--- src/rtl/instruction_fetch_buffer.sv ---
// instruction_fetch_buffer: issues the registered PC as an instruction-memory
// request, pairs in-order responses with their PCs, and buffers the pairs in
// a small FIFO toward decode. Outstanding fetches plus buffered entries are
// capped at DEPTH, so the FIFO can never overflow.
// Optional: define IFB_MISALIGN_CHECK_EN to turn misaligned PCs into local
// NOP entries flagged on ID_MISALIGNED instead of sending them to memory.
module instruction_fetch_buffer #(
  parameter int unsigned DEPTH = 4,
  parameter logic [31:0] NOP   = 32'h00000013
) (
  input  logic        CLK,
  input  logic        RST_N,
  input  logic [31:0] PC_IN,
  input  logic        PC_VALID,
  output logic        PC_READY,
  input  logic        FLUSH,
  output logic        IMEM_REQ_VALID,
  output logic [31:0] IMEM_REQ_ADDR,
  input  logic        IMEM_REQ_READY,
  input  logic        IMEM_RSP_VALID,
  input  logic [31:0] IMEM_RSP_DATA,
  output logic        ID_VALID,
  input  logic        ID_READY,
  output logic [31:0] ID_PC,
  output logic [31:0] ID_INSTRUCTION,
  output logic        ID_MISALIGNED
);

  localparam int unsigned AW = $clog2(DEPTH);
  localparam int unsigned CW = $clog2(DEPTH + 1);

  logic [31:0]   fifo_pc  [DEPTH];
  logic [31:0]   fifo_ins [DEPTH];
  logic [AW-1:0] wr_ptr, rd_ptr;
  logic [CW-1:0] count;

  logic [31:0]   pend_pc [DEPTH];
  logic [AW-1:0] pend_wr, pend_rd;

  logic [CW-1:0] inflight, discard, inflight_next;
  logic [CW:0]   occupancy;
  logic          credit, accept, issue, rsp_live, rsp_push, push, pop;
  logic          misaligned, mis_hold, mis_write;
  logic [31:0]   push_pc, push_ins;

  // A held misaligned entry occupies a slot exactly like an in-flight fetch.
  assign occupancy = {1'b0, count} + {1'b0, inflight} + {{CW{1'b0}}, mis_hold};
  assign credit    = occupancy < (CW+1)'(DEPTH);
  assign accept    = PC_VALID & credit & ~FLUSH & ~mis_hold;

  assign IMEM_REQ_VALID = accept & ~misaligned;
  assign IMEM_REQ_ADDR  = PC_IN;
  assign issue          = IMEM_REQ_VALID & IMEM_REQ_READY;
  assign PC_READY       = issue | (accept & misaligned);

  // Responses with nothing outstanding are unsolicited and ignored outright.
  assign rsp_live = IMEM_RSP_VALID & (inflight != '0);
  assign rsp_push = rsp_live & (discard == '0) & ~FLUSH;
  assign push     = rsp_push | mis_write;

  assign ID_VALID       = count != '0;
  assign pop            = ID_VALID & ID_READY;
  assign ID_PC          = ID_VALID ? fifo_pc[rd_ptr]  : '0;
  assign ID_INSTRUCTION = ID_VALID ? fifo_ins[rd_ptr] : NOP;

  // Next in-flight count: issue adds one, any live response removes one.
  always_comb begin
    inflight_next = inflight;
    if (issue && !rsp_live)
      inflight_next = inflight + CW'(1);
    else if (!issue && rsp_live)
      inflight_next = inflight - CW'(1);
  end

`ifdef IFB_MISALIGN_CHECK_EN
  logic [31:0] mis_pc;
  logic        fifo_mis [DEPTH];

  assign misaligned    = PC_IN[1:0] != 2'b00;
  // Written only once every earlier fetch has returned, preserving order.
  assign mis_write     = mis_hold & (inflight == '0) & ~FLUSH;
  assign push_pc       = mis_write ? mis_pc : pend_pc[pend_rd];
  assign push_ins      = mis_write ? NOP : IMEM_RSP_DATA;
  assign ID_MISALIGNED = ID_VALID & fifo_mis[rd_ptr];

  // Hold an accepted misaligned PC until it can be queued behind older fetches.
  always_ff @(posedge CLK) begin
    if (!RST_N || FLUSH) begin
      mis_hold <= 1'b0;
      mis_pc   <= '0;
    end else if (mis_write) begin
      mis_hold <= 1'b0;
    end else if (accept && misaligned) begin
      mis_hold <= 1'b1;
      mis_pc   <= PC_IN;
    end
  end

  // Misaligned flag storage alongside each FIFO entry.
  always_ff @(posedge CLK) begin
    if (push) fifo_mis[wr_ptr] <= mis_write;
  end
`else
  assign misaligned    = 1'b0;
  assign mis_hold      = 1'b0;
  assign mis_write     = 1'b0;
  assign push_pc       = pend_pc[pend_rd];
  assign push_ins      = IMEM_RSP_DATA;
  assign ID_MISALIGNED = 1'b0;
`endif

  // FIFO, pending-PC queue and fetch accounting; FLUSH drops everything
  // buffered and arms discard with whatever is still outstanding.
  always_ff @(posedge CLK) begin
    if (!RST_N) begin
      wr_ptr   <= '0;
      rd_ptr   <= '0;
      count    <= '0;
      pend_wr  <= '0;
      pend_rd  <= '0;
      inflight <= '0;
      discard  <= '0;
    end else if (FLUSH) begin
      wr_ptr   <= '0;
      rd_ptr   <= '0;
      count    <= '0;
      pend_wr  <= '0;
      pend_rd  <= '0;
      inflight <= inflight_next;
      discard  <= inflight_next;
    end else begin
      inflight <= inflight_next;
      if (rsp_live && discard != '0)
        discard <= discard - CW'(1);
      if (issue) begin
        pend_pc[pend_wr] <= PC_IN;
        pend_wr          <= pend_wr + AW'(1);
      end
      if (rsp_push)
        pend_rd <= pend_rd + AW'(1);
      if (push) begin
        fifo_pc[wr_ptr]  <= push_pc;
        fifo_ins[wr_ptr] <= push_ins;
        wr_ptr           <= wr_ptr + AW'(1);
      end
      if (pop)
        rd_ptr <= rd_ptr + AW'(1);
      count <= count + CW'(push) - CW'(pop);
    end
  end

endmodule

--- config.mk ---
export PLATFORM = sky130hd
export DESIGN_NAME = instruction_fetch_buffer
export DESIGN_NICKNAME = d
export VERILOG_FILES = /design/src/rtl/instruction_fetch_buffer.sv
export SDC_FILE = /design/constraint.sdc
export NUM_CORES = 1
export LEC_CHECK = 0
export CORE_UTILIZATION = 60
export CTS_CLUSTER_SIZE = 30
export DETAILED_ROUTE_END_ITERATION = 16
export PLACE_DENSITY = 0.84
export SYNTH_ARGS = -nofsm -noshare
export SYNTH_HDL_FRONTEND = slang
export SYNTH_SLANG_ARGS = --single-unit
--- constraint.sdc ---
create_clock -name CLK -period 10.7 [get_ports CLK]
set_input_delay 3.21 -clock CLK [delete_from_list [all_inputs] [get_ports CLK]]
set_output_delay 3.21 -clock CLK [all_outputs]
set_load 0.1 [all_outputs]
==> reports/metrics.yaml <==
power_and_ir_drop:
  clockPowerShare_pct: 36.2
  p_int_w: 0.00279
  power.total_w: 0.00381
  switching_power_w: 0.00102
  p_comb_share_pct: 16.7
  p_leak_nw: 5.95
  peakVddDrop_v: 0.000174
  swShare_pct: 26.9
  power.density_mw_per_mm2: 203
  p_seq_share_pct: 47.1
cells_and_area:
  drive_gt1_share_pct: 18.8
  multi_input_area_mm2: 0.00330
  finish.net_count: 974
  area_delta_synth_final_pct: 18.7
  n_antenna_cell: 0
  fill_cells: 1441
  fin_util_pct: 73.6
  regArea_mm2: 0.0120
  final_cell_count_no_fill: 1241
yosys:
  synth_top_area_share_pct: 73.1
  syn_area_per_cell_um2: 21.5
  synth_common_cells: "384 x edfxtp_1, 92 x mux4_2, 67 x and2_1, 37 x buf_4, 21 x dfxtp_1"
  yosysMostFrequentCell: "edfxtp_1"
  synth_simple_gate_area_share_pct: 4.19
  synth_top_family_by_area: "multiplexers"
  ys_warn_count: 0
  synth_compound_area_share_pct: 0.301
  synth.area.mux_share_pct: 14.2
  synthTopCellsByArea: "edfxtp_1 73%, mux4_2 13%, dfxtp_1 2.7%, and2_1 2.7%, buf_4 1.8%"
  synth_fa_ha_area_share_pct: 1.47
  synthesis.area_mm2: 0.0158
  syn-num-nets: 824
  synthFlopType: "edfxtp_1"
  synth_cell_type_count: 41
  synth_area_leader_cell: "edfxtp_1"
  synthXorXnorAreaFrac_pct: 0.610
  synth_enable_flop_cells: 384
  ys_ff_latch: 405
  ys_seq_area_share_pct: 75.7
  syn-instance-count: 735
  async_reset_ff_share_pct: 0
timing:
  finalCriticalPeriod_ns: 8.76
  tightest_slew_ns: 1.08
  fmax_ghz: 0.114
  slew_viol_final: 0
  clock_skew_ns: 0.0140
  slew_headroom_pct: 27.7
  fin_crit_sh_pct: 81.9
  rsz0062_at_grt: "false"
  setup_viol: 0
  tns_ns: 0
  hold_slack_ns: 0.537
  finalHoldViolCount: 0
routing:
  vias_per_cell: 5.94
  routed_wl_um: 29100
  firstDrtPassIters: 5
  vias: 7370
  initialDrtViolationCount: 626
  wire_per_inst_um: 23.4
  drc: 0
  ant_nets: 0
global_routing:
  grt_use_total_pct: 22.4
  gr-total-overflow: 0
  grt_pass1_vias: 7676
  grt_pass1_wl_um: 43700
  grt_max_degree: 65
  grt_antenna_before_repair: 0
setup_path:
  worstSetupEndpointType: "output port"
  cp.depth: 4
  max_stage_delay_ns: 1.21
  required_ns: 7.49
  cp_cell_sequence: "clkdlybuf4s50_1, nor2b_1, and4_1, clkdlybuf4s50_1"
  crit_path_max_fanout: 11
  cp_slowest_cell: "clkdlybuf4s50_1"
  reg2regPathDepth: 6
  cp_top_family: "buffers and inverters"
  cp.arrival_ns: 5.55
  startpoint_type: "primary input"
  path_class: "primary input to output port"
  critPathBufInv: 2
  crit_top_cell: "clkdlybuf4s50_1"
clocking:
  clkTransAtPathRegs_ns: 0.06
  cts_tree: "yes"
  clk_path_buf_depth: 3
  clock-sinks: 405
  clock_latency_ns: 0.52
  postCtsSetupRepairBufs: 0
  cts.htree.levels: 2
  cts_hold_buf: 0
  cts_made_buffers: 39
  cts_resized: 0
  cts-root-buf: "clkbuf_16"
floorplan:
  core_area_mm2: 0.0255
  die_x_um: 164
  die_y_um: 164
  rows: 58
  num_io_pins: 171
  fp.dieArea_mm2: 0.0270
  start_util_pct: 62.0
placed_design:
  placed_cells: 1174
  gp_congestion: 0.791
  port_buffers: 169
  hpwl_um: 15700
worst_hold_path:
  hold_depth: 2
  hp-class: "register to register"
outcome:
  status: "finished clean"
job:
  cap_viol_max_count: 0
stage by stage:
step                      worst slack, ns  instance area [µm²]
after global routing                 1.82                18700
after global placement               1.98                17400
after detailed placement             1.92                17400
after floorplan                      3.38                15800
final                                1.94                18700
after CTS                            1.93                18700
worst paths after layout:
check / from / endpoint / slack, ns
max: FLUSH / PC_READY / 1.94
min: pend_rd[1] / register / 0.54
max reg2reg: inflight[0] / fifo_pc[0][13] / 7.59
min reg2reg: pend_rd[1] / register / 0.54
power groups by stage:
stage | clock, W | sequential, W | combinational (W)
final | 0.00138 | 0.00180 | 0.000636
after global routing | 0.00147 | 0.00180 | 0.000669
after CTS | 0.00140 | 0.00180 | 0.000641
after detailed placement | 0 | 0.00183 | 0.000636
after global placement | 0 | 0.00183 | 0.000627
after floorplan | 0 | 0.00182 | 0.000487
final cells by class:
class / instances / area share [%]
multi-input cells: 251 / 17.6
clock buffers: 47 / 5.60
flip-flops and latches: 405 / 63.8
clock inverters: 20 / 1.30
inverters: 16 / 0.321
repair buffers: 172 / 9.15
well taps: 330 / 2.20
layout by cell type, fill, tap and decap left out, types with 2 or more instances in the layout:
master,n
nand3b_1,2
dfxtp_2,2
nand2_1,3
inv_1,15
xnor2_1,8
clkinv_1,3
edfxtp_1,384
clkinv_2,5
clkbuf_16,41
buf_4,3
dfxtp_1,17
a21oi_1,2
mux4_1,4
dfxtp_4,2
clkdlybuf4s50_1,169
bufinv_16,5
and3_2,4
clkinvlp_4,3
clkinv_4,2
nor2_1,18
inv_6,2
nand3_1,3
ha_1,17
and2_4,5
mux2_2,2
o22ai_1,2
mux4_2,92
clkbuf_1,6
and2_1,63
mux2i_1,4
or2_1,3
xor2_1,3
nand2b_1,3
logic make-up after synthesis:
| family | Yosys count |
|---|---|
| AOI/OAI and AO/OA | 7 |
| xor gates and xnor gates | 11 |
| adders and majority gates | 18 |
| buffers and inverters | 79 |
| DFF | 405 |
| muxes | 102 |
| other | 1 |
| and+or+nand+nor | 112 |
layer usage:
layer / vias up / share of wire, % / GRT usage, %
li1: 3208 / - / -
met1: 3779 / 39 / 28.6
met2: 335 / 52 / 39.6
met3: 48 / 7.8 / 4.22
met4: 0 / 1.7 / 6.10
met5: - / 0 / 0
flip-flops by register name, summed over array words and instances (netlist names), named ones only:
register,count
pend_pc,128
inflight,3
rd_ptr,2
fifo_pc,128
pend_rd,2
fifo_ins,128
wr_ptr,2
discard,3
pend_wr,2
count,3
worst register-to-register path, cell delays in order (launching register included):
cell      delay (ns)
dfxtp_1         0.40
inv_1           0.07
ha_1            0.20
ha_1            0.19
nand2b_1        0.22
nor4_1          0.65
and2_4          0.95
(Power assumes the default switching activity.)
